`src/rtl/generator_pkg.sv`:
```
// Definitions shared by the sample generator blocks: the loader FSM encoding
// and the default word/address widths used by the sample RAM and its loader.
package generator_pkg;

    localparam int GEN_DATA_WIDTH = 8;
    localparam int GEN_ADDR_WIDTH = 8;

    localparam logic [1:0] ST_IDLE = 2'd0;
    localparam logic [1:0] ST_LOAD = 2'd1;
    localparam logic [1:0] ST_DONE = 2'd2;

    typedef enum logic [1:0] {
        IDLE = ST_IDLE,
        LOAD = ST_LOAD,
        DONE = ST_DONE
    } loader_state_t;

endpackage

```
`src/rtl/ram_sp_loader.sv`:
```
// Streams valid/ready words into consecutive sample RAM addresses starting at a
// programmed base, and reports completion, beat count and a running checksum.
module ram_sp_loader
    import generator_pkg::*;
#(
    parameter int DATA_WIDTH = GEN_DATA_WIDTH,
    parameter int ADDR_WIDTH = GEN_ADDR_WIDTH,
    parameter int RAM_DEPTH  = 1 << ADDR_WIDTH
) (
    input  logic                  clk,
    input  logic                  rst,
    input  logic                  start,
    input  logic [ADDR_WIDTH-1:0] base_addr,
    input  logic [ADDR_WIDTH:0]   length,
    input  logic                  abort,
    input  logic [DATA_WIDTH-1:0] in_data,
    input  logic                  in_valid,
    output logic                  in_ready,
    output logic                  wr_en,
    output logic [ADDR_WIDTH-1:0] wr_addr,
    output logic [DATA_WIDTH-1:0] wr_data,
    output logic                  busy,
    output logic                  done,
    output logic [ADDR_WIDTH:0]   words_written,
    output logic [DATA_WIDTH-1:0] checksum
);

    localparam int CW = ADDR_WIDTH + 1;
    localparam logic [ADDR_WIDTH-1:0] LAST_ADDR = ADDR_WIDTH'(RAM_DEPTH - 1);

    loader_state_t         state, state_n;
    logic [ADDR_WIDTH-1:0] ptr;
    logic [CW-1:0]         len_q;
    logic                  beat;
    logic                  start_acc;
    logic                  last_beat;

    // words_written still holds the pre-beat count, so +1 is this beat's number
    assign last_beat = (words_written + CW'(1)) == len_q;
    assign in_ready  = (state == LOAD) && !abort;
    assign busy      = (state == LOAD);
    assign done      = (state == DONE);

    always_comb begin
        state_n   = state;
        beat      = 1'b0;
        start_acc = 1'b0;
        case (state)
            IDLE: begin
                if (start) begin
                    start_acc = 1'b1;
                    state_n   = (length == '0) ? DONE : LOAD;
                end
            end
            LOAD: begin
                if (abort) begin
                    state_n = IDLE;
                end else if (in_valid) begin
                    beat = 1'b1;
                    if (last_beat)
                        state_n = DONE;
                end
            end
            DONE:    state_n = IDLE;
            default: state_n = IDLE;
        endcase
    end

    always_ff @(posedge clk or posedge rst) begin
        if (rst) begin
            state         <= IDLE;
            ptr           <= '0;
            len_q         <= '0;
            wr_en         <= 1'b0;
            wr_addr       <= '0;
            wr_data       <= '0;
            words_written <= '0;
            checksum      <= '0;
        end else begin
            state <= state_n;
            wr_en <= beat;
            if (start_acc) begin
                ptr           <= base_addr;
                len_q         <= length;
                words_written <= '0;
                checksum      <= '0;
            end
            if (beat) begin
                wr_addr       <= ptr;
                wr_data       <= in_data;
                ptr           <= (ptr == LAST_ADDR) ? '0 : ptr + 1'b1;
                words_written <= words_written + CW'(1);
                checksum      <= checksum + in_data;
            end
        end
    end

endmodule

```
`config.mk`:
```
export PLATFORM = sky130hd
export DESIGN_NAME = ram_sp_loader
export DESIGN_NICKNAME = d
export VERILOG_FILES = /design/src/rtl/generator_pkg.sv /design/src/rtl/ram_sp_loader.sv
export SDC_FILE = /design/constraint.sdc
export NUM_CORES = 1
export LEC_CHECK = 0
export CORE_MARGIN = 2
export CORE_UTILIZATION = 50
export CTS_CLUSTER_SIZE = 40
export DETAILED_ROUTE_END_ITERATION = 7
export GPL_TIMING_DRIVEN = 0
export HOLD_SLACK_MARGIN = 0.12
export MAX_ROUTING_LAYER = met4
export PLACE_DENSITY = 0.89
export SETUP_SLACK_MARGIN = 0.3
export SLEW_MARGIN = 20
export SYNTH_ARGS = -nofsm -noshare
export SYNTH_HDL_FRONTEND = slang
export SYNTH_SLANG_ARGS = --single-unit
```
`constraint.sdc`:
```
create_clock -name clk -period 2.7 [get_ports clk]
set_input_delay 0.54 -clock clk [delete_from_list [all_inputs] [get_ports clk]]
set_output_delay 0.54 -clock clk [all_outputs]
set_load 0.005 [all_outputs]
```
### Word-level counts from Yosys, hierarchy flattened

Cells that the tools add are included.

* input port bits: 30
* output and inout bits: 37
* register bits after elaboration: 53
* logic and storage cells: 42

* $add $sub $neg: 3
* eq/ne operators: 7
* reduce and logical (&&, ||, !) cells: 6
* muxes and demuxes: 18

Operator list (number)
* 8-bit two-way mux: 5
* 9-bit two-way mux: 2
* 2-bit two-way mux: 5
* 9-bit by 1-bit adder with 9-bit output, second input constant: 1
* 9-bit equality test: 1
* 9-bit logical NOT: 1
* 8-bit by 1-bit adder with 8-bit output, second input constant: 1
* 8-bit adder: 1
* 8-bit equality test, second input constant: 1
* 1-bit two-way mux: 5
* 2-bit case mux with 2 select lines: 1
* 3-bit by 2-bit != test with 1-bit output, second input constant: 1
* 3-bit != test, second input constant: 1
* 3-bit AND reduction: 1
* 2-bit by 1-bit equality test with 1-bit output, second input constant: 1
* 2-bit equality test, second input constant: 1
* 2-bit logical NOT: 1
* 2-bit != test, second input constant: 1
* 2-bit nonzero test: 1
* 1-bit logical AND: 1
* 1-bit logical NOT: 1

### Depth between registers and ports, before layout

* word-level depth: 6
* gate-level depth with buffers: 7
* depth with buffers taken out: 7

### Worst setup path after synthesis

Ideal clock, no wire load.

* path kind: input to register
* start: input in_data[0]
* end: register checksum[6]
* data required time: 2.631 ns
* setup time: 0.069 ns
* path buffers: 0
* stages on the path: 7
* setup slack: 0.575 ns
* data arrival time: 2.055 ns
* path through: ha_1 > fa_1 > a21o_1 > a21oi_1 > o21bai_1 > a2111oi_0 > nand3b_1

* word-level cells in the longest chain between the ends: 2

Ends and longest elaborated chain
* start: declaration: line ram_sp_loader.sv:16 `input logic [DATA_WIDTH-1:0] in_data,`
* 8-bit adder: line ram_sp_loader.sv:93 `checksum <= checksum + in_data;`
* 8-bit two-way mux: line ram_sp_loader.sv:88 `if (beat) begin`
* end signal: assignment: line ram_sp_loader.sv:93
* end: declaration: line ram_sp_loader.sv:25 `output logic [DATA_WIDTH-1:0] checksum`

Every way passes these cells.
A chain may end at the register's enable or synchronous reset.

### Worst setup path after layout

Same ends and word-level chain as after synthesis.

==> impl_metrics.py <==
metrics = {
    "final_layout": {
        "final_cell_area_um2": 3790,
        "fillCellCount": 440,
        "insertedDiodeCount": 0,
        "nets": 446,
        "fin_cells": 479,
        "drive_above_1_share": 0.0590,
        "area_delta_synth_final_pct": 30.4,
    },
    "timing": {
        "worst_pin_slew_ns": 0.570,
        "slew_headroom": 0.619,
        "finalCritPeriodShare": 0.889,
        "maxSlewViolCount": 0,
        "fmax_mhz": 417,
        "fin_skew_ns": 0.00332,
        "setup_ws_ns": 0.301,
        "setup-violations-final": 0,
        "whs_ns": 0.482,
        "finalSetupTns_ns": 0,
        "rsz0062_at_grt": "yes",
        "hold_violations": 0,
        "fin_crit_ns": 2.40,
    },
    "power": {
        "swShare": 0.377,
        "combPwrFrac": 0.454,
        "power.share.sequential": 0.403,
        "p_leak_nw": 1.69,
        "vdd_ir_drop_max_mv": 0.457,
        "internal_power_mw": 2.15,
        "p_sw_mw": 1.30,
        "power.density_nw_per_um2": 911,
        "clkPwrFrac": 0.143,
    },
    "critical_path": {
        "crit_arrival_ns": 2.64,
        "path_class": "in -> reg",
        "crit_required_ns": 2.94,
        "end_kind": "flip-flop",
        "crit_family": "compound AO/OA/AOI/OAI gates",
        "reg2reg_depth": 6,
        "startpoint_type": "input pin",
        "crit_chain": "clkdlybuf4s50_1, ha_1, fa_1, a21o_1, a21oi_2, o21bai_1, a2111oi_0, nand3b_1",
        "path_buf_inv": 1,
        "max_stage_delay_ns": 0.43,
        "path_depth": 8,
        "cp_max_fo": 3,
        "critical-path-slowest-cell": "clkdlybuf4s50_1",
    },
    "global_routing": {
        "grt_usage": 0.248,
        "grt_pass1_vias": 2596,
        "grt_max_degree": 31,
        "antenna_found_initial": 0,
        "overflow": 0,
        "grt_pass1_wl_um": 12100,
    },
    "synth": {
        "mappedNetlistArea_um2": 2900,
        "synthTopCellsByArea": "dfrtp_1 46%, nand2_1 13%, o21ai_0 4.8%, ha_1 3.9%, nand3_1 3.1%",
        "synth_cell_types": 53,
        "yosysWarningCount": 0,
        "synth_top_family_by_area": "simple AND/OR/NAND/NOR gates",
        "synth_fa_ha_area_frac": 0.0457,
        "synthSimpleGateAreaFrac": 0.267,
        "synth-edff-count": 0,
        "synth_xor_area_frac": 0.0452,
        "yosysTopAreaCell": "dfrtp_1",
        "netlist_top_cells_count": "101 x nand2_1, 53 x dfrtp_1, 28 x o21ai_0",
        "synth_cells": 332,
        "yosys_register_bits": 53,
        "synth_async_sr_flop_share": 1.00,
        "avgSynthCellArea_um2": 8.75,
        "yosysMostFrequentCell": "nand2_1",
        "synth_compound_area_frac": 0.144,
        "synth_top_area_frac": 0.457,
        "ys_seq_area_frac": 0.457,
        "yosys_most_used_dff": "dfrtp_1",
        "syn-num-nets": 372,
        "synthMuxAreaShare": 0.00732,
    },
    "placed_design": {
        "dp.final_hpwl_um": 5360,
        "placedCellCount": 471,
        "place_area_um2": 3670,
        "dp_slack_ns": -0.0383,
        "port_buffers": 66,
        "gp_congestion": 0.911,
    },
    "floorplan": {
        "die_w_um": 80.2,
        "io_pins": 67,
        "die-area_um2": 6430,
        "die_y_um": 80.2,
        "rows": 27,
        "start_util": 0.521,
        "core_um2": 5570,
    },
    "clocking": {
        "htree_levels": 2,
        "cts_setup_buffers": 0,
        "clk_pin_slew_ns": 0.09,
        "cts_buffers": 5,
        "clk_latency_ns": 0.30,
        "cts_sinks": 53,
        "postCtsHoldBufs": 0,
        "cts_root_buf": "clkbuf_8",
        "cts.path.max_buffers": 2,
        "cts_tree": "yes",
    },
    "hold_path": {
        "hold_path_class": "reg -> reg",
        "whs_path_depth": 2,
    },
    "drt": {
        "wl_um": 7160,
        "num_vias": 2662,
        "detail_route.first_pass.iterations": 4,
        "viasPerCell": 5.56,
        "drt-initial-drc-count": 176,
        "wl_per_cell_um": 14.9,
        "drc_errors": 0,
        "ant_nets": 0,
    },
    "job": {
        "cap_violations": 0,
    },
    "run_status": {
        "status": "finished clean",
    },
}
[power groups by stage]
stage	clock [mW]	sequential, mW	combinational, mW
after floorplan	0	1.35	0.879
after global placement	0	1.38	1.47
after detailed placement	0	1.41	1.54
after CTS	0.499	1.39	1.56
after global routing	0.537	1.44	1.74
final	0.494	1.39	1.57
[path summary, 6_finish.rpt]
| path | from | endpoint | slack, ns |
|---|---|---|---|
| max | in_data[0] | checksum[6]$_DFFE_PP0P_ | 0.30 |
| min | wr_addr[2]$_DFFE_PP0P_ | wr_addr[2]$_DFFE_PP0P_ | 0.48 |
| max reg2reg | words_written[0]$_DFFE_PP0P_ | state[1]$_DFFE_PP0P_ | 0.43 |
| min reg2reg | wr_addr[2]$_DFFE_PP0P_ | wr_addr[2]$_DFFE_PP0P_ | 0.48 |
| max in group asynchronous | rst | checksum[5]$_DFFE_PP0P_ | 1.58 |
| min in group asynchronous | rst | wr_en$_DFF_PP0_ | 0.59 |
[kinds of logic after synthesis]
logic type,count (synthesis)
compound gates,64
xor+xnor,15
fa+ha+maj,10
buf+inv,22
flops,53
mux,2
simple gates,166
[worst min-delay path, stage by stage, from the launching register on]
cell and delay, ns:
dfrtp_1 0.35, nand2_1 0.05, nand2_1 0.06
[through the flow]
stage	util	power, mW
after floorplan	-	2.23
after global placement	0.656	2.86
after detailed placement	0.659	2.95
after CTS	0.679	3.45
after global routing	0.679	3.72
final	0.679	3.45
[metal layers]
metal  wire [µm]  up-vias  part of all wire  global-route usage
met5           0        -                 0                   -
met3         325       13             0.045              0.0393
li1            -     1287                 -                   -
met2        3580       89              0.50               0.400
met4         138        0             0.019              0.0898
met1        3110     1273              0.44               0.320
[final cells by class]
class / count / area [µm²] / area share
clock buffers: 7 / 96.3 / 0.0254
flip-flops and latches: 53 / 1330 / 0.350
multi-input cells: 257 / 1490 / 0.393
plain buffers: 14 / 68.8 / 0.0182
repair buffers: 67 / 681 / 0.180
clock inverters: 1 / 5.00 / 0.00132
inverters: 8 / 30.0 / 0.00793
well taps: 72 / 90.1 / 0.0238
[sequential cells by signal, summed over array words and instances (netlist names)]
| register | flops |
|---|---|
| wr_data | 8 |
| len_q | 9 |
| words_written | 9 |
| wr_en | 1 |
| state | 2 |
| ptr | 8 |
| checksum | 8 |
| wr_addr | 8 |
[placed cells by master (no fill, tap or decap), drive strengths merged, types with 2 or more instances in the layout]
master,n
nand2,102
clkdlybuf4s50,66
dfrtp,53
o21ai,29
nand3,19
clkbuf,17
nor2,11
xnor2,9
ha,9
inv,8
nor2b,8
a21oi,7
xor2,6
buf,5
nand4,4
nor3,4
and2,3
nand3b,3
o21bai,3
o311ai,3
nor3b,3
and3,2
nand2b,2
a211oi,2
nand4bb,2
a21o,2
a31oi,2
o41ai,2
a22oi,2
a2111oi,2
[what timing repair did]
action / CTS / global route
gates cloned: 0 / 0
resized for setup: 2 / 1
setup endpoints to repair: 2 / 3
Power figures use the tool's default switching activity.
